### src/rtl/sb_tx_packet_framer_mp.sv
// Sideband TX packet framer: queues whole messages with precomputed parity and
// streams header/data phases to the serializer under valid/ready.
//
// state  | meaning
// S_IDLE | nothing in flight, o_phase_valid low
// S_HDR  | header phase {dp, cp, header} presented
// S_DATA | data phase presented, rem_q further phases still to go
module sb_tx_packet_framer_mp #(
  parameter  int PHASE_W     = 64,
  parameter  int MAX_DPH     = 2,
  parameter  int DEPTH       = 4,
  parameter  int TIMEOUT_OPC = 5,
  localparam int NDPH_W      = $clog2(MAX_DPH + 1),
  localparam int LVL_W       = $clog2(DEPTH + 1),
  localparam int PTR_W       = $clog2(DEPTH)
) (
  input  logic                       i_clk,
  input  logic                       i_rst_n,
  input  logic                       i_msg_valid,
  output logic                       o_msg_ready,
  input  logic [PHASE_W-3:0]         i_header,
  input  logic [MAX_DPH*PHASE_W-1:0] i_data,
  input  logic [NDPH_W-1:0]          i_num_dph,
  output logic [PHASE_W-1:0]         o_phase,
  output logic                       o_phase_valid,
  input  logic                       i_ser_ready,
  output logic                       o_timeout_ctr_start,
  output logic [LVL_W-1:0]           o_queue_level,
  output logic                       o_busy
);

  typedef enum logic [1:0] {
    S_IDLE = 2'd0,
    S_HDR  = 2'd1,
    S_DATA = 2'd2
  } state_t;

  localparam logic [NDPH_W-1:0] MAX_DPH_N = NDPH_W'(MAX_DPH);
  localparam logic [LVL_W-1:0]  DEPTH_L   = LVL_W'(DEPTH);
  localparam logic [3:0]        TMO_OPC   = 4'(TIMEOUT_OPC);

  // Message storage; the header entry already carries {dp, cp}.
  logic [PHASE_W-1:0]         q_hdr_q  [DEPTH];
  logic [MAX_DPH*PHASE_W-1:0] q_data_q [DEPTH];
  logic [NDPH_W-1:0]          q_ndph_q [DEPTH];

  logic [PTR_W-1:0]           wr_ptr_q, wr_ptr_d;
  logic [PTR_W-1:0]           rd_ptr_q, rd_ptr_d;
  logic [LVL_W-1:0]           level_q, level_d;
  state_t                     state_q, state_d;
  logic [PHASE_W-1:0]         phase_q, phase_d;
  logic [MAX_DPH*PHASE_W-1:0] cur_data_q, cur_data_d;
  logic [NDPH_W-1:0]          cur_ndph_q, cur_ndph_d;
  logic [NDPH_W-1:0]          rem_q, rem_d;
  logic                       cur_tmo_q, cur_tmo_d;
  logic                       tmo_pulse_q, tmo_pulse_d;

  logic                       full;
  logic                       empty;
  logic                       push;
  logic                       pop;
  logic                       hs;
  logic                       next_msg;
  logic                       in_cp;
  logic                       in_dp;
  logic [NDPH_W-1:0]          in_ndph;
  logic [PHASE_W-1:0]         in_hdr_phase;

  assign full  = (level_q == DEPTH_L);
  assign empty = (level_q == '0);
  assign push  = i_msg_valid && !full;
  assign hs    = (state_q != S_IDLE) && i_ser_ready;

  always_comb begin : enq_parity
    in_ndph = (i_num_dph > MAX_DPH_N) ? MAX_DPH_N : i_num_dph;
    in_cp   = ^i_header;
    in_dp   = 1'b0;
    for (int i = 0; i < MAX_DPH; i++) begin
      if (i < int'(in_ndph)) begin
        in_dp = in_dp ^ (^i_data[i*PHASE_W +: PHASE_W]);
      end
    end
    in_hdr_phase = {in_dp, in_cp, i_header};
  end

  always_ff @(posedge i_clk) begin : queue_store
    if (push) begin
      q_hdr_q[wr_ptr_q]  <= in_hdr_phase;
      q_data_q[wr_ptr_q] <= i_data;
      q_ndph_q[wr_ptr_q] <= in_ndph;
    end
  end

  always_comb begin : queue_ctrl
    wr_ptr_d = push ? (wr_ptr_q + PTR_W'(1)) : wr_ptr_q;
    rd_ptr_d = pop  ? (rd_ptr_q + PTR_W'(1)) : rd_ptr_q;
    level_d  = level_q;
    if (push && !pop) begin
      level_d = level_q + LVL_W'(1);
    end else if (!push && pop) begin
      level_d = level_q - LVL_W'(1);
    end
  end

  // Data phases are shifted out of cur_data_q; rem_q counts down to the last one.
  always_comb begin : fsm_next
    state_d     = state_q;
    phase_d     = phase_q;
    cur_data_d  = cur_data_q;
    cur_ndph_d  = cur_ndph_q;
    rem_d       = rem_q;
    cur_tmo_d   = cur_tmo_q;
    tmo_pulse_d = 1'b0;
    next_msg    = 1'b0;
    pop         = 1'b0;
    case (state_q)
      S_IDLE: next_msg = 1'b1;
      S_HDR: begin
        if (hs) begin
          tmo_pulse_d = cur_tmo_q;
          if (cur_ndph_q != '0) begin
            state_d    = S_DATA;
            phase_d    = cur_data_q[PHASE_W-1:0];
            cur_data_d = cur_data_q >> PHASE_W;
            rem_d      = cur_ndph_q - NDPH_W'(1);
          end else begin
            next_msg = 1'b1;
          end
        end
      end
      S_DATA: begin
        if (hs) begin
          if (rem_q == '0) begin
            next_msg = 1'b1;
          end else begin
            phase_d    = cur_data_q[PHASE_W-1:0];
            cur_data_d = cur_data_q >> PHASE_W;
            rem_d      = rem_q - NDPH_W'(1);
          end
        end
      end
      default: state_d = S_IDLE;
    endcase
    // Pulling the next header in the same edge keeps back-to-back messages bubble-free.
    if (next_msg) begin
      if (!empty) begin
        pop        = 1'b1;
        state_d    = S_HDR;
        phase_d    = q_hdr_q[rd_ptr_q];
        cur_data_d = q_data_q[rd_ptr_q];
        cur_ndph_d = q_ndph_q[rd_ptr_q];
        cur_tmo_d  = (q_hdr_q[rd_ptr_q][17:14] == TMO_OPC);
      end else begin
        state_d = S_IDLE;
        phase_d = '0;
      end
    end
  end

  always_ff @(posedge i_clk or negedge i_rst_n) begin : regs
    if (!i_rst_n) begin
      wr_ptr_q    <= '0;
      rd_ptr_q    <= '0;
      level_q     <= '0;
      state_q     <= S_IDLE;
      phase_q     <= '0;
      cur_data_q  <= '0;
      cur_ndph_q  <= '0;
      rem_q       <= '0;
      cur_tmo_q   <= 1'b0;
      tmo_pulse_q <= 1'b0;
    end else begin
      wr_ptr_q    <= wr_ptr_d;
      rd_ptr_q    <= rd_ptr_d;
      level_q     <= level_d;
      state_q     <= state_d;
      phase_q     <= phase_d;
      cur_data_q  <= cur_data_d;
      cur_ndph_q  <= cur_ndph_d;
      rem_q       <= rem_d;
      cur_tmo_q   <= cur_tmo_d;
      tmo_pulse_q <= tmo_pulse_d;
    end
  end

  assign o_msg_ready         = !full;
  assign o_phase             = phase_q;
  assign o_phase_valid       = (state_q != S_IDLE);
  assign o_timeout_ctr_start = tmo_pulse_q;
  assign o_queue_level       = level_q;
  assign o_busy              = !empty || (state_q != S_IDLE);

endmodule

### config.mk
export PLATFORM = sky130hd
export DESIGN_NAME = sb_tx_packet_framer_mp
export DESIGN_NICKNAME = d
export VERILOG_FILES = /design/src/rtl/sb_tx_packet_framer_mp.sv
export SDC_FILE = /design/constraint.sdc
export NUM_CORES = 1
export LEC_CHECK = 0
export CORE_ASPECT_RATIO = 1.2
export CORE_MARGIN = 2
export CORE_UTILIZATION = 40
export DETAILED_ROUTE_END_ITERATION = 12
export GPL_TIMING_DRIVEN = 0
export SLEW_MARGIN = 30
export SYNTH_ARGS = -nofsm -noshare
export SYNTH_HDL_FRONTEND = slang
export SYNTH_SLANG_ARGS = --single-unit
### constraint.sdc
create_clock -name i_clk -period 8.1 [get_ports i_clk]
set_input_delay 0.81 -clock i_clk [delete_from_list [all_inputs] [get_ports i_clk]]
set_output_delay 0.81 -clock i_clk [all_outputs]
set_load 0.05 [all_outputs]
==> impl_metrics.toml, run 1 <==
[place]
place_ws_ns = 4.004
dp.final_hpwl_um = 71820
io_buffers = 266
place_area_um2 = 44100
gp_congestion = 0.8196

[power_and_ir_drop]
powerDensity_nw_per_um2 = 430.5
peakVddDrop_v = 0.0002024
p_leak_uw = 0.01665

[grt]
grt_use_met1 = 0.2481
grt_pass1_wl_um = 144700
grt_pass1_vias = 21860
grtUsageMet2 = 0.3318
gr-max-usage-layer = "met2"
antenna_found_initial = 28
grt_max_degree = 76
met3_usage = 0.03796
grt-ovfl-total = 0
grt.total_usage = 0.1941

[sta]
fin_crit_sh = 0.4708
slew_headroom = 0.3797
tightestPinTransition_ns = 0.9305
drv_slew = 0
finalWorstSetupSlack_ns = 4.286
rsz0062_at_grt = "false"
fmax_ghz = 0.2622
fin_skew_ns = 0.01442
hold_violations = 0
fin_crit_ns = 3.814
finalSetupTns_ns = 0
setup_violations = 0

[logic_synthesis]
syn-instance-count = 2211
synth.avg_cell_area_um2 = 17.76
synth_top_area_frac = 0.5936
synth_seq_cells = 983
ys.flop_type = "edfxtp_1"
yosys.area.top_type = "edfxtp_1"
synthesis.area_um2 = 39260
synth_cell_types = 44
yosysSeqAreaShare = 0.7255
synth.most_common_cell = "edfxtp_1"
synth-edff-count = 776
ys_warn_count = 0
synth_nets = 2417
synth_common_cells = "edfxtp_1, nand2_1, dfrtp_1"
ys_async_sr_fraction = 0.2106
yosys-top-cells-area = "edfxtp_1, dfrtp_1, mux4_2, xnor2_1, nand2_1"

[setup_path]
critPathLaunch = "state_q[0]$_DFFE_PN0P_"
start_kind = "register"
slowest_delay_ns = 0.41
end_kind = "register"
cp_slowest_cell = "fa_1"
cp.required_ns = 8.63
crit_chain = "inv_1 -> ha_1 -> o31ai_1 -> a31oi_1 -> or2_1 -> buf_2 -> buf_6 -> nor2_4 -> inv_2 -> buf_4 -> buf_4 -> ha_1 -> inv_1 -> fa_1 -> mux2_2"
arrival_ns = 4.34
crit_fanout = 10
criticalPathCategory = "reg -> reg"
rr_startpoint = "state_q[0]$_DFFE_PN0P_"

[cells_and_area]
area_growth_pct = 20.74
postLayoutCellArea_um2 = 47400
fin_nets = 2807
fillers = 7968
drive_above_1_share = 0.1871
multi_input_area_um2 = 10170
regArea_um2 = 28480

[clock_network]
cts_max_level = 3
cts-root-buf = "clkbuf_16"
clkSinkCount = 983
cts_buffers = 94
cts_setup_buffers = 0
cts_tree = "done"
post_cts_resized = 0
cts_buffer_depth = 3
insertion_delay_ns = 0.65
ctsHoldBuffers = 1
cts.clk_slew.worst_paths_ns = 0.06

[route]
postRouteAntennaNets = 0
viasPerCell = 5.228
num_vias = 20720
routed_wl_um = 97800
drtIter0Drc = 1558
wl_per_cell_um = 24.68
first_pass_iters = 5
drc = 0

[die]
die_height_um = 347.2
row_count = 125
start_util = 0.4042
die_area_um2 = 100700
dieWidth_um = 290.0
core_area_um2 = 97120
boundaryPins = 267

[run]
maxCapViolations = 0

[hold_path]
holdCritPathClass = "reg -> reg"
min_from = "cur_tmo_q$_DFFE_PN0P_"

[status]
run_status = "complete, no violations"
==> registers in the layout, summed over array words and instances (netlist names) <==
register	count
rd_ptr_q	2
wr_ptr_q	2
q_data_q	512
o_queue_level	3
state_q	2
cur_tmo_q	1
o_phase	64
cur_data_q	128
o_timeout_ctr_start	1
q_hdr_q	256
q_ndph_q	8
rem_q	2
cur_ndph_q	2
==> layout by cell type, fill, tap and decap left out, types with 25 or more instances in the layout <==
master           count
a22oi_1             64
nand3_1             64
a21oi_1             68
clkdlybuf4s50_1    265
edfxtp_1           776
clkbuf_16           97
o21ai_0             67
mux2_4              60
clkbuf_1            80
mux4_2             194
nor2_1              69
xnor2_1            170
nand2_1            273
dfrtp_1            207
buf_2               36
xor2_1              25
==> metrics by stage <==
step / instances / total power, µW / hold WS (ns) / util
2_1_floorplan: 2211 / 13220 / 0.4423 / -
3_3_place_gp: 3747 / 15980 / 0.4658 / 0.4480
3_5_place_dp: 3774 / 15980 / 0.4672 / 0.4540
4_1_cts: 3953 / 20620 / 0.5007 / 0.4878
5_1_grt: 3959 / 21460 / 0.5282 / 0.4879
6_report: 3963 / 20410 / 0.4951 / 0.4880
==> layer usage <==
metal	routed length, µm	vias up
met5	172	-
met2	49600	558
met4	2645	28
li1	-	9249
met3	5773	155
met1	39610	10730
==> logic make-up (layout without fill, tap and decap cells) <==
logic type,Yosys count,in the layout,share of synthesized area
buf+inv,131,603,0.01587
other cells,0,10,0
fa+ha+maj,10,10,0.003378
compound gates,210,210,0.03184
flops,983,983,0.7255
xor+xnor,195,195,0.04350
mux,259,259,0.1357
simple gates,423,423,0.04424
==> final timing paths <==
check                      slack (ns)  depth (start not counted)                           end
setup / recovery                 4.29                         15  o_queue_level[1]$_DFFE_PN0P_
min in group asynchronous        0.62                          2       o_phase[42]$_DFFE_PN0P_
max in group asynchronous        6.20                          5      cur_data_q[77]$_DFF_PN0_
setup reg to reg                 4.29                         15  o_queue_level[1]$_DFFE_PN0P_
hold / removal                   0.50                          2         cur_tmo_q$_DFFE_PN0P_
hold reg to reg                  0.50                          2         cur_tmo_q$_DFFE_PN0P_
==> power breakdown <==
group / leakage (µW) / switching [µW] / internal, µW / total, µW
clock network: 0.00159 / 1870 / 2730 / 4600
logic: 0.00544 / 4900 / 3410 / 8310
registers: 0.00962 / 543 / 6960 / 7500
total: 0.0167 / 7310 / 13100 / 20400
==> cell type report <==
cell class              instances  share of cell area
flip-flops and latches        983              0.6009
multi-input cells            1097              0.2146
repair buffers                294             0.06837
clock buffers                 122             0.05509
well taps                    1270             0.03352
clock inverters                56             0.01383
plain buffers                 123             0.01251
inverters                       8           0.0006335
diodes                         10           0.0005279
==> worst max-delay path, delay by kind of cell, from the launching register on <==
kind,cells,cell delay [ns]
AOI/OAI and AO/OA,2,0.52
adders and majority gates,3,0.88
buffers and inverters,7,1.17
DFF,1,0.40
muxes,1,0.27
and+or+nand+nor,2,0.45
(Power assumes the default switching activity.)
==> run 2: changes to the inputs <==
clock period = 3.9 ns   (was 8.1 ns; I/O delays follow)
==> run 2 against run 1 <==
Compared with the run above: sequential share of layout area grew 0.16 points; sequential power grew 110%; global-route usage is essentially flat; hold slack lost 0.31 ns; sequential cell count is the same; combinational power grew 110%; cell area shrank 0.26%; critical path type unchanged; non-clock buffer count is the same; register-to-register slack lost 4.1 ns; fmax grew 3.6%; critical path depth is the same.
==> impl_metrics.toml, run 2 (synthesis gave the netlist of run 1 again) <==
[clock_network]
insertion_delay_ns = 0.65
cts_tree = "done"
cts_buffers = 93
cts.clk_slew.worst_paths_ns = 0.07
cts-root-buf = "clkbuf_16"
cts_setup_buffers = 0
cts_max_level = 3
cts_buffer_depth = 3
clkSinkCount = 983

[power_and_ir_drop]
powerDensity_nw_per_um2 = 886.1
power_frac_comb = 0.411
p_seq_frac = 0.372
p_leak_uw = 0.01658
p_int_uw = 26740
power_uw = 41890
peakVddDrop_v = 0.0004104
power.switching_uw = 15150
switching_share = 0.3616
p_clk_frac = 0.217

[cells_and_area]
drive_above_1_share = 0.1858
final_common_cell = "edfxtp_1"
largest_reg_flops = 512
area_growth_pct = 20.42
postLayoutCellArea_um2 = 47280
layout_common_cells = "edfxtp_1, nand2_1, clkdlybuf4s50_1"
fin_nets = 2806
reg_top3 = "q_data_q x512, q_hdr_q x256, cur_data_q x128"
regMostFlops = "q_data_q"

[sta]
drv_slew = 0
hold_violations = 0
tightestPinTransition_ns = 0.9573
setup_violations = 0
fin_skew_ns = 0.01957
slew_headroom = 0.3569
fin_crit_ns = 3.681
fin_crit_sh = 0.9438
finalWorstSetupSlack_ns = 0.2193
fmax_ghz = 0.2717
hold_slack_ns = 0.1873
rsz0062_at_grt = "false"

[grt]
grt_max_degree = 73
grt-ovfl-total = 0
grt.total_usage = 0.1938
grt_pass1_vias = 21800
antenna_found_initial = 29
grt_pass1_wl_um = 144500

[route]
wl_per_cell_um = 24.55
drtIter0Drc = 1790
num_vias = 20750
postRouteAntennaNets = 0
viasPerCell = 5.240
first_pass_iters = 5
drc = 0
routed_wl_um = 97230

[setup_path]
crit_fanout = 10
start_kind = "register"
slowest_delay_ns = 0.41
end_kind = "register"
rr_worst_depth = 15
cp.required_ns = 4.44
criticalPathCategory = "reg -> reg"
rr_startpoint = "state_q[0]$_DFFE_PN0P_"
r2r-end = "o_queue_level[1]$_DFFE_PN0P_"
ff2ff_setup_slack_ns = 0.22
crit_buf_inv = 7
critPathTopFamily = "buffers and inverters"
crit_chain = "inv_1 -> ha_1 -> o31ai_2 -> a31oi_1 -> or2_1 -> buf_2 -> buf_6 -> nor2_4 -> inv_4 -> buf_4 -> buf_4 -> ha_1 -> inv_1 -> fa_1 -> mux2_2"
cp_slowest_cell = "dfrtp_1"
arrival_ns = 4.23

[place]
io_buffers = 266
gp_congestion = 0.8248
place_ws_ns = 0.1426
place_area_um2 = 44140
dp.final_hpwl_um = 71230

[die]
dieWidth_um = 290.0
boundaryPins = 267
start_util = 0.4042
core_area_um2 = 97120
row_count = 125
die_area_um2 = 100700
die_height_um = 347.2

[run]
maxCapViolations = 0

[hold_path]
holdCritPathClass = "in -> async"

[status]
run_status = "complete, no violations"
[run 2: cell types whose count changed in the layout (fill, tap and decap cells not counted), sizes merged]
cell / before / now
bufinv: 14 / 9
clkinv: 30 / 45
clkbuf: 186 / 172
clkinvlp: 8 / 10
inv: 12 / 11
[run 2: timing repair]
item | CTS | global route
hold endpoints to repair | 91 | 0
endpoints found under the setup margin | 0 | 2
hold buffers | 1 | 0
gates resized for setup | 0 | 2
[run 2: area by class of cell]
type / instances / area (µm²)
Fill cell: 8065 / 49850
Sequential cell: 983 / 28480
Multi-Input combinational cell: 1097 / 10180
Timing Repair Buffer: 294 / 3278
Clock buffer: 108 / 2486
Tap cell: 1270 / 1589
Clock inverter: 67 / 610.6
Buffer: 123 / 593.1
Inverter: 8 / 32.53
Antenna cell: 10 / 25.02
[run 2: how the worst max path moves through the flow]
stage	startpoint	to	slack, ns	cells past startpoint
finish	state_q[0]$_DFFE_PN0P_	o_queue_level[1]$_DFFE_PN0P_	0.22	15
floorplan	o_queue_level[1]$_DFFE_PN0P_	q_data_q[0][0]$_DFFE_PP_	-0.24	3
global placement	i_rst_n	cur_data_q[83]$_DFF_PN0_	-6.71	1
CTS	state_q[0]$_DFFE_PN0P_	o_queue_level[1]$_DFFE_PN0P_	0.12	15
global route	state_q[0]$_DFFE_PN0P_	o_queue_level[2]$_DFFE_PN0P_	0.03	18
detailed placement	state_q[0]$_DFFE_PN0P_	o_queue_level[1]$_DFFE_PN0P_	0.14	15
[run 2: stage by stage]
step,utilization,setup TNS [ns],cells
6_report,0.4868,0,3960
3_3_place_gp,0.4480,-2813.55,3747
2_1_floorplan,-,-189.57,2211
3_5_place_dp,0.4544,0,3774
4_1_cts,0.4864,0,3950
5_1_grt,0.4867,0,3957
[run 2: layer usage]
metal / routed length (µm) / GRT usage / vias up
met2: 49440 / 0.3329 / 579
met5: 176 / 0 / -
met1: 39210 / 0.2476 / 10720
met3: 5660 / 0.03796 / 162
li1: - / - / 9258
met4: 2744 / 0.06293 / 30
[run 2: power groups by stage]
stage / registers (µW) / clock network (µW) / logic, µW
final: 15600 / 9100 / 17200
after global routing: 15800 / 9690 / 18600
after global placement: 16000 / 0 / 16800
after CTS: 15600 / 9270 / 17500
after detailed placement: 15800 / 0 / 17400
after floorplan: 16700 / 0 / 10600
